$ cat src/rtl/kbd_pkg.sv
// Shared constants and types for the PS/2 keyboard event receiver.
package kbd_pkg;

   localparam logic [7:0] PS2_E0 = 8'hE0;
   localparam logic [7:0] PS2_F0 = 8'hF0;
   localparam int         EVT_W  = 10;

   typedef enum logic {
      ST_IDLE  = 1'b0,
      ST_SHIFT = 1'b1
   } rx_state_e;

   typedef struct packed {
      logic       ext;
      logic       brk;
      logic [7:0] code;
   } kbd_evt_t;

endpackage

$ cat src/rtl/kbd_evt_fifo.sv
// Small synchronous FIFO; pointers carry one extra wrap bit to tell full from empty.
module kbd_evt_fifo #(
   parameter int DEPTH = 4,
   parameter int WIDTH = 10
) (
   input  logic             clk,
   input  logic             reset,
   input  logic             push,
   input  logic             pop,
   input  logic [WIDTH-1:0] din,
   output logic [WIDTH-1:0] dout,
   output logic             full,
   output logic             empty
);

   localparam int           AW      = $clog2(DEPTH);
   localparam logic [AW:0]  PTR_ONE = 1;

   logic [AW:0]      wr_ptr, rd_ptr;
   logic [WIDTH-1:0] mem [DEPTH];
   logic             do_push, do_pop;

   assign empty   = (wr_ptr == rd_ptr);
   assign full    = (wr_ptr[AW] != rd_ptr[AW]) && (wr_ptr[AW-1:0] == rd_ptr[AW-1:0]);
   assign do_pop  = pop && !empty;
   // A pop in the same cycle frees the slot a full-FIFO push needs.
   assign do_push = push && (!full || do_pop);

   always_ff @(posedge clk or negedge reset) begin
      if (!reset) begin
         wr_ptr <= '0;
         rd_ptr <= '0;
      end else begin
         if (do_push) wr_ptr <= wr_ptr + PTR_ONE;
         if (do_pop)  rd_ptr <= rd_ptr + PTR_ONE;
      end
   end

   always_ff @(posedge clk) begin
      if (do_push) mem[wr_ptr[AW-1:0]] <= din;
   end

   // Masked so the head reads as zero whenever nothing is queued.
   assign dout = empty ? '0 : mem[rd_ptr[AW-1:0]];

endmodule

$ cat src/rtl/kbd_event_rx.sv
// PS/2 device-to-host receiver: filters the clock, frames bytes, decodes E0/F0
// prefixes into make/break events, queues them and flags releases of table keys.
module kbd_event_rx
   import kbd_pkg::*;
#(
   parameter int                    FILTER_LEN  = 8,
   parameter int                    FIFO_DEPTH  = 4,
   parameter int                    TIMEOUT_CYC = 50000,
   parameter int                    NUM_KEYS    = 4,
   parameter logic [NUM_KEYS*8-1:0] KEY_CODES   = {8'h2b, 8'h15, 8'h33, 8'h22}
) (
   input  logic             clk,
   input  logic             reset,
   input  logic             ps2clk,
   input  logic             ps2data,
   output logic             evt_valid,
   input  logic             evt_ready,
   output logic [EVT_W-1:0] evt_data,
   output logic             check,
   output logic [2:0]       key_idx,
   output logic             par_err,
   output logic             ovf,
   input  logic             clr_err
);

   localparam int HALF = FILTER_LEN / 2;
   localparam int TW   = $clog2(TIMEOUT_CYC + 1);

   logic [FILTER_LEN-1:0] filt;
   logic                  d_s1, d_s2;
   logic                  fall_edge;

   rx_state_e   state, state_nxt;
   logic [3:0]  cnt;
   logic [9:0]  sh;
   logic [TW-1:0] tmo;
   logic        frame_done, tmo_hit, frame_ok;
   logic [7:0]  code;

   logic        ext_pend, brk_pend;
   kbd_evt_t    evt;
   logic        push, pop, full, empty;
   logic        key_hit, match;
   logic [2:0]  hit_idx;

   always_ff @(posedge clk or negedge reset) begin
      if (!reset) begin
         filt <= '0;
         d_s1 <= 1'b0;
         d_s2 <= 1'b0;
      end else begin
         filt <= {filt[FILTER_LEN-2:0], ps2clk};
         d_s1 <= ps2data;
         d_s2 <= d_s1;
      end
   end

   // Older half settled high, newer half settled low: one clean falling edge.
   assign fall_edge = (&filt[FILTER_LEN-1:HALF]) && !(|filt[HALF-1:0]);

   always_ff @(posedge clk or negedge reset) begin
      if (!reset) state <= ST_IDLE;
      else        state <= state_nxt;
   end

   always_comb begin
      state_nxt  = state;
      frame_done = 1'b0;
      tmo_hit    = 1'b0;
      case (state)
         ST_IDLE:  if (fall_edge) state_nxt = ST_SHIFT;
         ST_SHIFT: begin
            if (fall_edge && cnt == 4'd10) begin
               state_nxt  = ST_IDLE;
               frame_done = 1'b1;
            end else if (!fall_edge && tmo == TW'(TIMEOUT_CYC - 1)) begin
               state_nxt = ST_IDLE;
               tmo_hit   = 1'b1;
            end
         end
         default:  state_nxt = ST_IDLE;
      endcase
   end

   always_ff @(posedge clk or negedge reset) begin
      if (!reset) begin
         cnt <= '0;
         sh  <= '0;
         tmo <= '0;
      end else if (frame_done || tmo_hit) begin
         cnt <= '0;
         tmo <= '0;
      end else if (fall_edge) begin
         sh  <= {d_s2, sh[9:1]};
         cnt <= cnt + 4'd1;
         tmo <= '0;
      end else if (state == ST_SHIFT) begin
         tmo <= tmo + TW'(1);
      end
   end

   // After ten shifts: sh[0] start, sh[8:1] data LSB first, sh[9] parity; stop is live.
   assign code     = sh[8:1];
   assign frame_ok = !sh[0] && d_s2 && (^sh[9:1]);
   assign push     = frame_done && frame_ok && (code != PS2_E0) && (code != PS2_F0);
   assign evt      = '{ext: ext_pend, brk: brk_pend, code: code};

   always_comb begin
      key_hit = 1'b0;
      hit_idx = '0;
      for (int i = NUM_KEYS - 1; i >= 0; i--) begin
         if (KEY_CODES[8*i +: 8] == code) begin
            key_hit = 1'b1;
            hit_idx = 3'(i);
         end
      end
   end

   assign match = push && brk_pend && !ext_pend && key_hit;

   always_ff @(posedge clk or negedge reset) begin
      if (!reset) begin
         ext_pend <= 1'b0;
         brk_pend <= 1'b0;
      end else if (tmo_hit || (frame_done && !frame_ok)) begin
         ext_pend <= 1'b0;
         brk_pend <= 1'b0;
      end else if (frame_done) begin
         if (code == PS2_E0)      ext_pend <= 1'b1;
         else if (code == PS2_F0) brk_pend <= 1'b1;
         else begin
            ext_pend <= 1'b0;
            brk_pend <= 1'b0;
         end
      end
   end

   always_ff @(posedge clk or negedge reset) begin
      if (!reset) begin
         check   <= 1'b0;
         key_idx <= '0;
      end else begin
         check   <= match;
         key_idx <= match ? hit_idx : 3'd0;
      end
   end

   always_ff @(posedge clk or negedge reset) begin
      if (!reset) begin
         par_err <= 1'b0;
         ovf     <= 1'b0;
      end else if (clr_err) begin
         par_err <= 1'b0;
         ovf     <= 1'b0;
      end else begin
         if (frame_done && !frame_ok) par_err <= 1'b1;
         if (push && full && !pop)    ovf     <= 1'b1;
      end
   end

   assign evt_valid = !empty;
   assign pop       = evt_valid && evt_ready;

   kbd_evt_fifo #(
      .DEPTH (FIFO_DEPTH),
      .WIDTH (EVT_W)
   ) u_fifo (
      .clk   (clk),
      .reset (reset),
      .push  (push),
      .pop   (pop),
      .din   (evt),
      .dout  (evt_data),
      .full  (full),
      .empty (empty)
   );

endmodule
$ cat config.mk
export PLATFORM = sky130hd
export DESIGN_NAME = kbd_event_rx
export DESIGN_NICKNAME = d
export VERILOG_FILES = /design/src/rtl/kbd_pkg.sv /design/src/rtl/kbd_evt_fifo.sv /design/src/rtl/kbd_event_rx.sv
export SDC_FILE = /design/constraint.sdc
export NUM_CORES = 1
export LEC_CHECK = 0
export BUFFER_PORTS_ARGS = -buffer_cell sky130_fd_sc_hd__clkbuf_2
export CORE_MARGIN = 3
export CORE_UTILIZATION = 55
export DETAILED_ROUTE_END_ITERATION = 6
export PLACE_DENSITY = 0.73
export SYNTH_ARGS = -nofsm -noshare
export SYNTH_HDL_FRONTEND = slang
export SYNTH_SLANG_ARGS = --single-unit
$ cat constraint.sdc
create_clock -name clk -period 4.1 [get_ports clk]
set_input_delay 0.615 -clock clk [delete_from_list [all_inputs] [get_ports clk]]
set_output_delay 0.615 -clock clk [all_outputs]
set_load 0.05 [all_outputs]
==> results of run 1 <==
[layout make-up]
cell class / count / area, sq um
repair buffers: 24 / 127.6
flip-flops and latches: 94 / 2552
fillers: 591 / 2670
well taps: 99 / 123.9
clock buffers: 10 / 127.6
inverters: 17 / 63.81
multi-input cells: 207 / 1688
clock inverters: 6 / 93.84
[synthesized netlist by cell type, drive strengths merged, types with 7 or more instances]
| library cell | n | share of area (%) |
|---|---|---|
| mux2i | 8 | 1.8 |
| o31ai | 9 | 1.6 |
| dfrtp | 54 | 31 |
| clkbuf | 8 | 0.69 |
| nand2 | 19 | 1.6 |
| nand4 | 7 | 1.0 |
| mux4 | 10 | 5.2 |
| inv | 17 | 1.5 |
| edfxtp | 40 | 28 |
| xnor2 | 8 | 1.6 |
| a21oi | 16 | 1.8 |
| nor2b | 13 | 1.9 |
| ha | 20 | 5.8 |
| or4 | 10 | 1.7 |
| nand3 | 12 | 1.4 |
| nor2 | 8 | 0.86 |
[layout by cell type (no fill, tap or decap), types with 3 or more instances in the layout]
cell type / n
a21oi_1: 16
a31oi_1: 3
a41oi_1: 3
and2_1: 4
and3_1: 4
buf_4: 3
clkbuf_2: 21
clkbuf_8: 9
dfrtp_1: 54
edfxtp_1: 40
ha_1: 20
inv_1: 17
mux2_2: 3
mux2i_1: 8
mux4_2: 10
nand2_1: 19
nand3_1: 12
nand4_1: 7
nor2_1: 7
nor2b_1: 13
nor3_1: 5
o21ai_0: 5
o22ai_1: 5
o31ai_1: 9
or3_1: 3
or4_1: 10
xnor2_1: 8
xor2_1: 5
[routing by layer]
layer / vias to the layer above / wire [um] / GRT usage, %
li1: 1282 / - / -
met1: 1276 / 3343 / 23.90
met2: 51 / 3784 / 30.65
met3: 17 / 226 / 3.187
met4: 0 / 190 / 9.014
met5: - / 0 / 0
[how the worst max path moves through the flow]
| stage | from | endpoint | slack (ns) | depth (start not counted) |
|---|---|---|---|---|
| 6_report | u_fifo.rd_ptr[0]$_DFFE_PN0P_ | evt_data[2] | 1.21 | 4 |
| 5_1_grt | u_fifo.rd_ptr[0]$_DFFE_PN0P_ | evt_data[2] | 0.95 | 4 |
| 4_1_cts | u_fifo.rd_ptr[0]$_DFFE_PN0P_ | evt_data[2] | 1.12 | 4 |
| 3_5_place_dp | sh[3]$_DFFE_PN0P_ | u_fifo.mem[1][5]$_DFFE_PP_ | 1.24 | 6 |
| 3_3_place_gp | sh[1]$_DFFE_PN0P_ | u_fifo.mem[1][5]$_DFFE_PP_ | 1.30 | 6 |
| 2_1_floorplan | sh[1]$_DFFE_PN0P_ | u_fifo.mem[3][0]$_DFFE_PP_ | 1.13 | 6 |
[flip-flops by register name, summed over array words and instances, names as in the netlist, 2 cells and up]
signal,cells
cnt,4
filt,8
key_idx,2
sh,10
tmo,16
u_fifo.mem,40
u_fifo.rd_ptr,3
u_fifo.wr_ptr,3
[kinds of logic (layout without fill, tap and decap cells)]
kind of cell	count (synthesis)	in the layout	share of synthesized area, %
DFF	94	94	58.65
AOI/OAI and AO/OA	44	44	6.441
adders and majority gates	20	20	5.750
other	1	1	0.08617
muxes	23	23	8.309
and+or+nand+nor	105	105	15.04
xor gates and xnor gates	14	14	3.163
buffers and inverters	28	57	2.559
[per-stage QoR]
stage | instance area [sq um] | hold WS, ns | instances | utilization [%]
6_report | 4777 | 0.3546 | 457 | 64.15
4_1_cts | 4777 | 0.3433 | 457 | 64.15
5_1_grt | 4777 | 0.3390 | 457 | 64.15
3_5_place_dp | 4556 | 0.3379 | 441 | 61.17
3_3_place_gp | 4556 | 0.3327 | 441 | 61.17
2_1_floorplan | 4352 | 0.3194 | 329 | -
[report_power, final]
part	switching (mW)	leakage, nW	total, mW	internal, mW
Clock	0.322	0.107	0.671	0.349
Sequential	0.0883	1.08	1.10	1.01
Combinational	0.410	0.735	0.642	0.232
Total	0.821	1.92	2.41	1.59
==> flow_metrics.py, run 1 <==
metrics = {
    "timing": {
        "fin_crit_sh_pct": 70.52,
        "relSlewSlack_pct": 35.72,
        "worstMarginPinSlew_ns": 0.9642,
        "fmax_ghz": 0.3459,
        "rsz0062_at_grt": "no",
        "final.min_clock_period_ns": 2.891,
        "fin_setup_tns_ns": 0,
        "hold_viol_final": 0,
        "setup_viol": 0,
        "drv_slew": 0,
        "fin_ws_ns": 1.209,
        "fin_skew_ns": 0.01239,
    },
    "hold_path": {
        "min_path_cells": 0,
        "worst_hold_path.endpoint": "d_s2$_DFF_PN0_",
        "hold_class": "flop to flop",
        "hold_start": "d_s1$_DFF_PN0_",
    },
    "logic_synthesis": {
        "yosysWarnings": 0,
        "synth.cell_area_sq_um": 4352,
        "synth_edf_count": 40,
        "ys_seq_area_share_pct": 58.65,
        "syn_inst": 329,
        "synth_ff_type": "dfrtp_1",
        "synthArstFlopShare_pct": 57.45,
        "syn_nets": 355,
        "avgSynthCellArea_sq_um": 13.23,
        "ys_seq_elements": 94,
        "synth_cell_types": 48,
    },
    "clocking": {
        "cts-resized-gates": 0,
        "clk_latency_ns": 0.36,
        "cts-buffers-inserted": 9,
        "cts.sinks": 94,
        "cts_tree": "yes",
        "post-cts-setup-buffers": 0,
        "cts_max_path_buffers": 2,
        "clk_pin_slew_ns": 0.09,
        "cts_hold_buf": 0,
        "htreeDepth": 3,
        "cts_root_buf": "clkbuf_8",
    },
    "worst_setup_path": {
        "r2r_start": "sh[3]$_DFFE_PN0P_",
        "crit_type": "flop to output pin",
        "cp_max_fo": 13,
        "slowest_delay_ns": 0.85,
        "cp_top_family": "flip-flops",
        "cp-start-kind": "flop",
        "cp-end-kind": "output pin",
        "required_ns": 3.48,
        "path_cells": "xnor2_1, and3b_1, nor2b_1, clkbuf_2",
        "rr_endpoint": "u_fifo.mem[0][7]$_DFFE_PP_",
        "crit_buf_inv": 1,
        "reg2reg_depth": 6,
        "worst-r2r-setup-slack_ns": 1.24,
        "slowest_stage": "dfrtp_1",
        "cp.arrival_ns": 2.28,
    },
    "power_and_ir_drop": {
        "p_leak_nw": 1.921,
        "power_density_nw_per_um2": 505.2,
        "peakVddDrop_v": 0.0001873,
        "power.total_mw": 2.413,
    },
    "die": {
        "dieWidth_um": 94.95,
        "die-height_um": 94.95,
        "io_pins": 23,
        "coreArea_sq_um": 7447,
        "start_util_pct": 58.43,
        "design.die.area_sq_um": 9016,
        "placementRows": 31,
    },
    "placed_design": {
        "port_buffers": 21,
        "dp_slack_ns": 1.238,
        "place.gp.congestion": 0.8130,
        "hpwl_mm": 5.176,
    },
    "cells_and_area": {
        "n_antenna_cell": 0,
        "final_layout_size_suffix_gt1_share_pct": 17.04,
        "area_delta_synth_final_pct": 9.776,
        "fin_nets": 379,
    },
    "drt": {
        "ant_nets": 0,
        "dr.first_iter.drc_count": 120,
        "viasPerCell": 5.746,
        "via_count": 2626,
        "remaining_drc_errors": 0,
        "wire_per_inst_um": 16.51,
        "totalWireLength_mm": 7.544,
        "firstDrtPassIters": 4,
    },
    "global_routing": {
        "antenna_found_initial": 0,
        "grt_pass1_vias": 2642,
        "grt-ovfl-total": 0,
        "grt_max_degree": 55,
        "grt_pass1_wl_mm": 12.70,
        "grt.total_usage_pct": 18.60,
    },
    "run": {
        "maxCapViolations": 0,
    },
    "run_status": {
        "outcome": "complete, no violations",
    },
}
(Power assumes the default switching activity.)
==> run 2: changes to the inputs <==
--- a/config.mk
+++ b/config.mk
@@ -9,7 +9,7 @@
 export CORE_MARGIN = 3
 export CORE_UTILIZATION = 55
 export DETAILED_ROUTE_END_ITERATION = 6
-export PLACE_DENSITY = 0.73
+export PLACE_DENSITY = 0.76
 export SYNTH_ARGS = -nofsm -noshare
 export SYNTH_HDL_FRONTEND = slang
 export SYNTH_SLANG_ARGS = --single-unit
==> constraint.sdc (replaced) <==
create_clock -name clk -period 2.38 [get_ports clk]
set_input_delay 0.357 -clock clk [delete_from_list [all_inputs] [get_ports clk]]
set_output_delay 0.357 -clock clk [all_outputs]
set_load 0.05 [all_outputs]
==> run 2 against run 1 <==
Against the previous run:
- worst setup slack worse by 1.1 ns
- flip-flop and latch count unchanged
- clock power up 46%
- first-iteration DRC count up 3.3%
- critical path type is now flop to flop
- largest power group unchanged
==> flow_metrics.py, run 2 (synthesis gave the netlist of run 1 again) <==
metrics = {
    "run": {
        "maxCapViolations": 0,
    },
    "drt": {
        "remaining_drc_errors": 0,
        "firstDrtPassIters": 4,
        "via_count": 2753,
        "dr.first_iter.drc_count": 124,
        "viasPerCell": 5.796,
        "ant_nets": 0,
        "wire_per_inst_um": 16.48,
        "totalWireLength_mm": 7.826,
    },
    "hold_path": {
        "min_path_cells": 1,
        "hold_start": "ps2clk",
        "worst_hold_path.endpoint": "filt[0]$_DFF_PN0_",
        "hold_class": "input port to flop",
    },
    "global_routing": {
        "grt_max_degree": 55,
        "grt.total_usage_pct": 19.25,
        "grt-ovfl-total": 0,
        "grt_pass1_wl_mm": 13.17,
        "antenna_found_initial": 0,
        "grt_pass1_vias": 2751,
    },
    "worst_setup_path": {
        "worst-r2r-setup-slack_ns": 0.08,
        "cp-start-kind": "flop",
        "r2r_start": "sh[3]$_DFFE_PN0P_",
        "crit_type": "flop to flop",
        "cp_max_fo": 10,
        "cp-end-kind": "flop",
        "cp.arrival_ns": 2.37,
        "reg2reg_depth": 7,
        "required_ns": 2.45,
        "rr_endpoint": "u_fifo.mem[3][3]$_DFFE_PP_",
    },
    "placed_design": {
        "place.gp.congestion": 0.8033,
        "port_buffers": 21,
        "dp_slack_ns": -0.006109,
        "place_inst": 458,
        "hpwl_mm": 5.653,
    },
    "clocking": {
        "cts-buffers-inserted": 9,
        "post-cts-setup-buffers": 0,
        "cts_tree": "yes",
        "htreeDepth": 3,
        "clk_pin_slew_ns": 0.09,
        "cts_max_path_buffers": 2,
        "clk_latency_ns": 0.35,
        "cts_root_buf": "clkbuf_8",
        "cts.sinks": 94,
    },
    "die": {
        "io_pins": 23,
        "coreArea_sq_um": 7447,
        "placementRows": 31,
        "dieWidth_um": 94.95,
        "start_util_pct": 58.43,
        "die-height_um": 94.95,
        "design.die.area_sq_um": 9016,
    },
    "cells_and_area": {
        "area_delta_synth_final_pct": 13.66,
        "final_common_cell": "dfrtp_1",
        "mostFrequentLayoutCells": "52 x dfrtp_1, 40 x edfxtp_1, 21 x clkbuf_2",
        "fin_cells": 475,
        "n_antenna_cell": 0,
        "largest_register_ffs": 40,
        "fin_nets": 397,
        "final_layout_size_suffix_gt1_share_pct": 24.47,
        "fillers": 547,
    },
    "timing": {
        "final.min_clock_period_ns": 2.300,
        "fin_crit_sh_pct": 96.65,
        "fmax_ghz": 0.4347,
        "timing.hold.ws_ns": 0.1080,
        "relSlewSlack_pct": 50.03,
        "fin_ws_ns": 0.07974,
        "worstMarginPinSlew_ns": 0.7495,
        "hold_viol_final": 0,
        "setup_viol": 0,
        "drv_slew": 0,
        "fin_skew_ns": 0.01296,
    },
    "power_and_ir_drop": {
        "power_density_nw_per_um2": 796.4,
        "p_leak_nw": 2.007,
        "peakVddDrop_v": 0.0004440,
    },
    "run_status": {
        "outcome": "complete, no violations",
    },
}
-- run 2: cell count changes in the layout (fill, tap and decap cells not counted), sizes merged --
cell and change:
bufinv -2, inv +3, buf +17, and2 +1, clkbuf -1
-- run 2: layout make-up --
type / instances / area (sq um) / area share [%]
clock buffers: 9 / 123.9 / 2.504
clock inverters: 7 / 62.56 / 1.265
well taps: 99 / 123.9 / 2.504
inverters: 17 / 63.81 / 1.290
repair buffers: 41 / 271.5 / 5.489
multi-input cells: 208 / 1745 / 35.29
flip-flops and latches: 94 / 2555 / 51.66
-- run 2: timing repair --
item                       in CTS  in global routing
hold buffers                    0                  0
setup endpoints to repair       8                 45
gates resized for setup         1                  9
cloned                          0                  1
pin swaps                       0                  2
-- run 2: worst max-delay path, cell delays in order, from the launching register on --
cell,delay (ns)
dfrtp_1,0.38
inv_2,0.04
ha_1,0.26
xnor3_2,0.44
xor2_2,0.18
or3_4,0.38
nor3_4,0.16
buf_12,0.16
-- run 2: routing by layer --
metal | track usage [%] | vias to the layer above | routed length, um
met2 | 32.71 | 54 | 3954
li1 | - | 1312 | -
met3 | 2.869 | 12 | 250
met5 | 0 | - | 0
met1 | 24.37 | 1375 | 3467
met4 | 8.894 | 0 | 154
-- run 2: worst max path at each step --
stage | slack, ns | startpoint | depth (start not counted) | end
floorplan | -0.06 | sh[3]$_DFFE_PN0P_ | 6 | u_fifo.mem[3][0]$_DFFE_PP_
global placement | 0.04 | sh[3]$_DFFE_PN0P_ | 6 | u_fifo.mem[1][0]$_DFFE_PP_
detailed placement | -0.006 | sh[3]$_DFFE_PN0P_ | 6 | u_fifo.mem[1][1]$_DFFE_PP_
CTS | -0.009 | sh[3]$_DFFE_PN0P_ | 6 | u_fifo.mem[1][3]$_DFFE_PP_
global route | -0.01 | sh[3]$_DFFE_PN0P_ | 7 | u_fifo.wr_ptr[1]$_DFFE_PN0P_
finish | 0.08 | sh[3]$_DFFE_PN0P_ | 7 | u_fifo.mem[3][3]$_DFFE_PP_
-- run 2: metrics by stage --
step           instance area, sq um  util, %  power [mW]  TNS [ns]
5_1_grt                        4946    66.41       4.116  -0.03895
3_5_place_dp                   4716    63.32       2.995  -0.05576
3_3_place_gp                   4716    63.32       2.961         0
2_1_floorplan                  4372        -       2.738   -0.6142
6_report                       4946    66.41       3.939         0
4_1_cts                        4906    65.88       3.978  -0.04845
-- run 2: where the power goes --
group	internal [mW]	switching, mW	leakage (nW)
logic	0.403	0.741	0.838
clock network	0.404	0.576	0.0931
registers	1.75	0.0679	1.08
